===== src/rtl/ddin.sv =====
// ddin - MII receive deserializer (10/100 Mb/s).
//
// Samples 4-bit receive nibbles from the PHY, strips the 0x5 preamble and the
// 0xD start-of-frame delimiter, assembles data bytes low nibble first, and
// reports the frame length and error status at end of frame.
//
// Parameters:
//   MAXLEN  maximum accepted frame length in bytes (<= 2047)
//   MINPRE  minimum number of 0x5 nibbles required before the 0xD SFD
//
// Ports:
//   rxclk_i  in   1   PHY receive clock; all state changes on its rising edge
//   rst_n    in   1   asynchronous active-low reset
//   rxdv_i   in   1   PHY receive data valid
//   rxer_i   in   1   PHY receive error
//   dat_i    in   4   PHY receive nibble
//   dat_o    out  8   assembled byte, valid while rxen_o=1
//   rxen_o   out  1   one-cycle byte strobe
//   sof_o    out  1   marks the first byte after the SFD (with rxen_o)
//   eof_o    out  1   one-cycle end-of-frame strobe
//   err_o    out  1   frame error, valid only while eof_o=1, otherwise 0
//   len_o    out  11  frame byte count, updated at eof_o and held afterwards
module ddin #(
    parameter int MAXLEN = 1518,
    parameter int MINPRE = 1
) (
    input  logic        rxclk_i,
    input  logic        rst_n,
    input  logic        rxdv_i,
    input  logic        rxer_i,
    input  logic [3:0]  dat_i,
    output logic [7:0]  dat_o,
    output logic        rxen_o,
    output logic        sof_o,
    output logic        eof_o,
    output logic        err_o,
    output logic [10:0] len_o
);

    // Preamble counter only needs to reach MINPRE; it saturates at all-ones.
    localparam int PCW = (MINPRE < 1) ? 1 : $clog2(MINPRE + 1);

    localparam logic [3:0]  NIB_PRE = 4'h5;
    localparam logic [3:0]  NIB_SFD = 4'hD;
    localparam logic [10:0] LEN_MAX = 11'(MAXLEN);

    typedef enum logic [1:0] {
        IDLE = 2'd0,
        PRE  = 2'd1,
        DATA = 2'd2,
        DROP = 2'd3
    } state_t;

    state_t           state_reg, state_next;
    logic [3:0]       lo_reg, lo_next;
    logic             phase_reg, phase_next;
    logic [PCW-1:0]   pre_cnt_reg, pre_cnt_next;
    logic [10:0]      len_reg, len_next;
    logic             err_flag_reg, err_flag_next;

    logic [7:0]       dat_reg, dat_next;
    logic             rxen_reg, rxen_next;
    logic             sof_reg, sof_next;
    logic             eof_reg, eof_next;
    logic             err_reg, err_next;
    logic [10:0]      len_o_reg, len_o_next;

    always_ff @(posedge rxclk_i or negedge rst_n) begin
        if (!rst_n) begin
            state_reg    <= IDLE;
            lo_reg       <= '0;
            phase_reg    <= 1'b0;
            pre_cnt_reg  <= '0;
            len_reg      <= '0;
            err_flag_reg <= 1'b0;
            dat_reg      <= '0;
            rxen_reg     <= 1'b0;
            sof_reg      <= 1'b0;
            eof_reg      <= 1'b0;
            err_reg      <= 1'b0;
            len_o_reg    <= '0;
        end else begin
            state_reg    <= state_next;
            lo_reg       <= lo_next;
            phase_reg    <= phase_next;
            pre_cnt_reg  <= pre_cnt_next;
            len_reg      <= len_next;
            err_flag_reg <= err_flag_next;
            dat_reg      <= dat_next;
            rxen_reg     <= rxen_next;
            sof_reg      <= sof_next;
            eof_reg      <= eof_next;
            err_reg      <= err_next;
            len_o_reg    <= len_o_next;
        end
    end

    always_comb begin
        state_next    = state_reg;
        lo_next       = lo_reg;
        phase_next    = phase_reg;
        pre_cnt_next  = pre_cnt_reg;
        len_next      = len_reg;
        err_flag_next = err_flag_reg;
        dat_next      = dat_reg;
        rxen_next     = 1'b0;
        sof_next      = 1'b0;
        eof_next      = 1'b0;
        err_next      = 1'b0;
        len_o_next    = len_o_reg;

        unique case (state_reg)
            IDLE: begin
                if (rxdv_i) begin
                    if (dat_i == NIB_PRE && !rxer_i) begin
                        state_next   = PRE;
                        pre_cnt_next = PCW'(1);
                    end else begin
                        state_next = DROP;
                    end
                end
            end

            PRE: begin
                if (!rxdv_i) begin
                    // Carrier dropped before the SFD: no frame, so no eof.
                    state_next = IDLE;
                end else if (rxer_i) begin
                    state_next = DROP;
                end else if (dat_i == NIB_PRE) begin
                    if (pre_cnt_reg != '1) begin
                        pre_cnt_next = pre_cnt_reg + PCW'(1);
                    end
                end else if (dat_i == NIB_SFD && int'(pre_cnt_reg) >= MINPRE) begin
                    state_next    = DATA;
                    phase_next    = 1'b0;
                    len_next      = '0;
                    err_flag_next = 1'b0;
                end else begin
                    state_next = DROP;
                end
            end

            DATA: begin
                if (rxdv_i) begin
                    // An rxer nibble is still assembled; the frame is just flagged.
                    if (rxer_i) begin
                        err_flag_next = 1'b1;
                    end
                    if (!phase_reg) begin
                        lo_next    = dat_i;
                        phase_next = 1'b1;
                    end else begin
                        phase_next = 1'b0;
                        if (len_reg < LEN_MAX) begin
                            dat_next  = {dat_i, lo_reg};
                            rxen_next = 1'b1;
                            sof_next  = (len_reg == 11'd0);
                            len_next  = len_reg + 11'd1;
                        end else begin
                            // Oversize: discard the byte, keep len pinned at MAXLEN.
                            err_flag_next = 1'b1;
                        end
                    end
                end else begin
                    // End of frame; a dangling low nibble or an empty frame is an error.
                    eof_next   = 1'b1;
                    len_o_next = len_reg;
                    err_next   = err_flag_reg | phase_reg | (len_reg == 11'd0);
                    state_next = IDLE;
                end
            end

            DROP: begin
                if (!rxdv_i) begin
                    state_next = IDLE;
                end
            end

            default: state_next = IDLE;
        endcase
    end

    assign dat_o  = dat_reg;
    assign rxen_o = rxen_reg;
    assign sof_o  = sof_reg;
    assign eof_o  = eof_reg;
    assign err_o  = err_reg;
    assign len_o  = len_o_reg;

endmodule


===== config.mk =====
export PLATFORM = sky130hd
export DESIGN_NAME = ddin
export DESIGN_NICKNAME = d
export VERILOG_FILES = /design/src/rtl/ddin.sv
export SDC_FILE = /design/constraint.sdc
export NUM_CORES = 1
export LEC_CHECK = 0
export CAP_MARGIN = 20
export CORE_AREA = 4 4 83 85
export CTS_CLUSTER_DIAMETER = 50
export DETAILED_ROUTE_END_ITERATION = 16
export DIE_AREA = 0 0 87 89
export SKIP_LAST_GASP = 1
export SLEW_MARGIN = 40
export SYNTH_ARGS = -nofsm -noshare
export SYNTH_HDL_FRONTEND = slang
export SYNTH_SLANG_ARGS = --single-unit

===== constraint.sdc =====
create_clock -name rxclk_i -period 3 [get_ports rxclk_i]
set_input_delay 0.6 -clock rxclk_i [delete_from_list [all_inputs] [get_ports rxclk_i]]
set_output_delay 0.6 -clock rxclk_i [all_outputs]
set_load 0.05 [all_outputs]

==> results of run 1 <==
## area by class of cell
cell class | count | area share (%)
clock buffers | 6 | 3.44
well taps | 77 | 4.01
multi-input cells | 109 | 32.2
repair buffers | 33 | 13.3
flip-flops and latches | 43 | 44.8
inverters | 5 | 0.781
clock inverters | 2 | 1.46
## worst max-delay path, cell delays in order
cell,delay (ps)
clkdlybuf4s50_1,440
or3_1,400
nor3_1,410
nand2_1,290
nand3_1,140
o21ai_0,80
## through the flow
stage | hold WS, ps | std cells | cell area, sq um | setup WS [ps] | power [uW]
after CTS | 310 | 275 | 2400 | 809 | 1930
after global routing | 320 | 275 | 2400 | 684 | 2010
final | 287 | 275 | 2400 | 788 | 1900
after global placement | 443 | 267 | 2280 | 482 | 1450
after floorplan | 304 | 164 | 1910 | 1150 | 1230
after detailed placement | 445 | 267 | 2290 | 491 | 1460
## report_power, final
| part | switching [uW] | internal, uW | total [uW] |
|---|---|---|---|
| clock network | 193 | 269 | 463 |
| registers | 89.1 | 705 | 794 |
| logic | 399 | 249 | 647 |
## cell families after synthesis
family	count (synthesis)	share of synthesized area, %
AO/OA/AOI/OAI	29	10.7
buffers and inverters	12	3.21
multiplexers	23	13.7
adder cells (fa/ha/maj)	2	1.31
flip-flops	43	56.3
AND/OR/NAND/NOR	55	14.8
## cell usage in the layout, fill, tap and decap left out, types with 3 or more instances in the layout
master / synthesis / routed
nand3_1: 13 / 13
o21ai_0: 4 / 4
nor3_1: 8 / 8
dfrtp_1: 43 / 43
o21a_1: 3 / 3
buf_4: 0 / 4
nor4_1: 3 / 3
a21oi_1: 6 / 6
inv_1: 4 / 4
mux2_2: 22 / 22
clkbuf_8: 0 / 6
a21o_1: 3 / 3
nand2_1: 12 / 12
a32oi_1: 4 / 4
nor2_1: 7 / 7
and3_1: 3 / 3
clkdlybuf4s50_1: 0 / 29
## metal layers
layer	global-route usage (%)	vias up	share of wire [%]
met5	0	-	0
met4	4.67	0	1.6
met3	3.41	6	5.5
met2	18.2	40	45
met1	15.3	672	48
li1	-	665	-
## worst max-delay path by stage
stage | start | to | cells after the start
after floorplan | len_reg[5] | dat_o[3] | 6
after global placement | rxdv_i | dat_o[3] | 5
after detailed placement | rxdv_i | dat_o[3] | 5
after CTS | rxdv_i | dat_o[3] | 5
after global routing | rxer_i | len_reg[1] | 6
final | rxer_i | len_reg[0] | 6
==> impl_metrics.tcl, run 1 <==
set metrics [dict create \
    cts_made_buffers 5 \
    min_period_ps 2210 \
    grt_antenna_before_repair 0 \
    syn-num-nets 174 \
    grt_pass1_wl_um 7030 \
    drc 0 \
    worst_pin_slew_ps 738 \
    vdd.ir_drop.worst_uv 331 \
    synthTopCellsByCount "dfrtp_1, mux2_2, nand3_1, nand2_1, nor3_1" \
    cts_resized 0 \
    ff_latch_area_sq_um 1080 \
    cts_tree "done" \
    syn_area_per_cell_sq_um 11.7 \
    drv_slew 0 \
    setup_tns_ps 0 \
    final_net_count 207 \
    ys_types 37 \
    synth.area.top_cells "dfrtp_1, mux2_2, nand3_1, nand2_1, nor3_1" \
    dpl.hpwl_um 2860 \
    track_usage_pct 11.7 \
    ys_seq_area_share_pct 56.3 \
    hold_violations 0 \
    grt_max_degree 44 \
    clock_latency_ps 290 \
    layout-drive-gt1-share_pct 18.7 \
    r2r_start "len_reg[4]" \
    io_pins 31 \
    dr.pass1.iters 4 \
    drtIter0Drc 90 \
    multi_input_area_sq_um 774 \
    fin_util_pct 38.7 \
    rr_endpoint "dat_o[3]" \
    syn_to_final_growth_pct 25.7 \
    synth.largest_area_cell "dfrtp_1" \
    die_y_um 89 \
    worst-r2r-setup-slack_ps 830 \
    synth_area_sq_um 1910 \
    htree_levels 2 \
    max_cap_violations 0 \
    gp_congestion 0.876 \
    grt_pass1_vias 1433 \
    clkTransAtPathRegs_ps 80 \
    drt_wl_total_um 4040 \
    globalRouteOverflowTotal 0 \
    yosysWarnings 0 \
    cts_buffer_depth 2 \
    nFillCells 607 \
    ant_nets 0 \
    worstPathMaxFanout 7 \
    syn-instance-count 164 \
    cts_hold_buf 0 \
    synth_edf_count 0 \
    critPathKind "in -> reg" \
    worst_hold_path_type "in -> async" \
    synth_seq_cells 43 \
    diodes 0 \
    vias 1383 \
    cp.arrival_ps 2370 \
    rows 29 \
    required_ps 3160 \
    cp-start-kind "input port" \
    reg2reg_depth 5 \
    ys.flop_type "dfrtp_1" \
    die_w_um 87 \
    post-cts-setup-buffers 0 \
    cts_sinks 43 \
    core_sq_um 6200 \
    power_leakage_uw 0.00105 \
    end_kind "flop" \
    fin_crit_sh_pct 73.7 \
    powerDensity_nw_per_um2 792 \
    outcome "complete, no violations" \
    viasPerCell 5.03 \
    final-setup-viol-count 0 \
    cts_root_buf "clkbuf_8" \
    synth_top_area_share_pct 56.3 \
    die-area_sq_um 7740 \
    initial_core_util_pct 30.8 \
    io_buffers 30 \
    fin_skew_ps 5.62 \
    fmax_ghz 0.452 \
    synth-async-reset-ratio_pct 100 \
    slew-limit-headroom_pct 50.3 \
    yosysMostFrequentCell "dfrtp_1" \
    rsz0062_at_grt "no" \
    wl_per_cell_um 14.7 \
]
(Power assumes the default switching activity.)
==> run 2: changes to the inputs <==
==> constraint.sdc (replaced) <==
create_clock -name rxclk_i -period 1.8 [get_ports rxclk_i]
set_input_delay 0.36 -clock rxclk_i [delete_from_list [all_inputs] [get_ports rxclk_i]]
set_output_delay 0.36 -clock rxclk_i [all_outputs]
set_load 0.05 [all_outputs]
==> run 2 against run 1 <==
Net effect:
- sequential cell count did not move
- register-to-register slack got worse by 800 ps
- sequential power rose by 62%
- power up 65%
- wire length rose by 9.6%
- count of clock-buffer cells in the layout increased by 1
- via count rose by 11%
- clock power increased by 46%
- utilization up 3.4 points
- worst hold slack got worse by 270 ps
- largest cell class unchanged
- critical path depth shrank 1
==> impl_metrics.tcl, run 2 (synthesized netlist as in run 1, its figures left out) <==
set metrics [dict create \
    final_net_count 240 \
    cts_sinks 43 \
    drc 0 \
    dr.pass1.iters 4 \
    cts_buffer_depth 2 \
    fin_crit_sh_pct 98.3 \
    fin_skew_ps 6.95 \
    htree_levels 2 \
    grt_antenna_before_repair 0 \
    power.internal_uw 1990 \
    total_power_uw 3150 \
    use_met2_pct 20.8 \
    wl_per_cell_um 14.4 \
    worst_pin_slew_ps 481 \
    io_buffers 30 \
    gp_congestion 0.800 \
    drv_slew 0 \
    switching_power_uw 1160 \
    comb_power_share_pct 37.6 \
    core_sq_um 6200 \
    slew-limit-headroom_pct 67.9 \
    worstPathMaxFanout 5 \
    use_met1_pct 16.8 \
    viasPerCell 4.98 \
    ant_nets 0 \
    use_met3_pct 3.04 \
    fmax_ghz 0.565 \
    die_w_um 87 \
    final-setup-viol-count 0 \
    power_frac_clock_pct 21.4 \
    dpl.hpwl_um 3300 \
    drtIter0Drc 116 \
    track_usage_pct 12.8 \
    hold_slack_ps 19.1 \
    vdd.ir_drop.worst_uv 648 \
    io_pins 31 \
    power_frac_seq_pct 41.0 \
    powerDensity_nw_per_um2 1210 \
    required_ps 1980 \
    end_kind "flop" \
    crit_start "len_reg[5]" \
    worst_hold_path_type "in -> async" \
    nFillCells 602 \
    diodes 0 \
    initial_core_util_pct 30.8 \
    cts_tree "done" \
    rows 29 \
    globalRouteOverflowTotal 0 \
    place_area_sq_um 2460 \
    cts_root_buf "clkbuf_8" \
    min_period_ps 1770 \
    final_area_sq_um 2610 \
    final_common_cell "buf_4" \
    grt_max_degree 25 \
    max_cap_violations 0 \
    cp.arrival_ps 1950 \
    critPathKind "reg -> reg" \
    reg2reg_depth 5 \
    r2r_start "len_reg[5]" \
    drt_wl_total_um 4430 \
    grt_pass1_wl_um 7730 \
    power_leakage_uw 0.00125 \
    syn_to_final_growth_pct 36.6 \
    rsz0062_at_grt "yes" \
    clock_latency_ps 290 \
    clkTransAtPathRegs_ps 80 \
    layout-drive-gt1-share_pct 41.6 \
    sw_frac_of_total_pct 37.0 \
    cp-start-kind "flop" \
    vias 1535 \
    die-area_sq_um 7740 \
    grt_pass1_vias 1600 \
    final_cell_mix "buf_4, dfrtp_1, mux2_2" \
    busiest_layer "met2" \
    cts_made_buffers 5 \
    outcome "complete, no violations" \
    die_y_um 89 \
    hold_violations 0 \
]
run 2: cell type report:
cell class	instances	area [sq um]	area share (%)
Clock buffer	7	96.3	3.69
Clock inverter	1	7.51	0.287
Inverter	5	21.3	0.814
Multi-Input combinational cell	109	795	30.4
Sequential cell	43	1080	41.2
Tap cell	77	96.3	3.69
Timing Repair Buffer	66	520	19.9
run 2: power by group through the flow:
stage	Clock [uW]	Combinational, uW	Sequential [uW]
floorplan	0	289	1760
global placement	0	1160	1310
detailed placement	0	1170	1320
CTS	696	1180	1300
global route	753	1270	1330
finish	675	1180	1290
run 2: metrics by stage:
stage	std cells	util, %	setup slack (ps)	TNS, ps
finish	308	42.1	31.4	0
global route	308	42.1	-40.2	-69.9
CTS	307	41.8	-4.59	-4.59
detailed placement	296	39.6	-192	-3040
global placement	296	39.6	-215	-3230
floorplan	164	-	-9.80	-9.80
run 2: final timing paths:
path | slack, ps | endpoint
worst max-delay path | 30 | dat_o[7]
worst min-delay path | 20 | phase_reg
worst max register to register | 30 | dat_o[7]
worst min register to register | 480 | pre_cnt_reg
max in group asynchronous | 1290 | len_reg[10]
min in group rxclk_i | 480 | pre_cnt_reg
run 2: worst max-delay path, cell delays in order, from the launching register on:
cell and delay, ps:
dfrtp_1 410, and4_1 210, a311o_1 320, a21bo_4 260
buf_4 160, mux2_4 290
run 2: timing repair:
item                                    CTS  global route
buffers inserted                          3             1
endpoints found under the setup margin    9            15
hold buffers                              0             0
gates resized for setup                   2             4
hold endpoints to repair                  0             0
pin swaps                                 1             1
run 2: layer usage:
metal | up-vias | share of wire (%)
li1 | 730 | -
met1 | 753 | 45
met2 | 44 | 49
met3 | 8 | 4.5
met4 | 0 | 1.6
met5 | - | 0
==> run 3: changes to the inputs <==
--- a/config.mk
+++ b/config.mk
@@ -10,8 +10,10 @@
 export CTS_CLUSTER_DIAMETER = 50
 export DETAILED_ROUTE_END_ITERATION = 16
 export DIE_AREA = 0 0 87 89
+export GPL_TIMING_DRIVEN = 1
 export SKIP_LAST_GASP = 1
 export SLEW_MARGIN = 40
 export SYNTH_ARGS = -nofsm -noshare
 export SYNTH_HDL_FRONTEND = slang
 export SYNTH_SLANG_ARGS = --single-unit
+export TNS_END_PERCENT = 50
==> results of run 3 <==
Same layout as run 2: the final DEF is identical, and so are final timing and power.
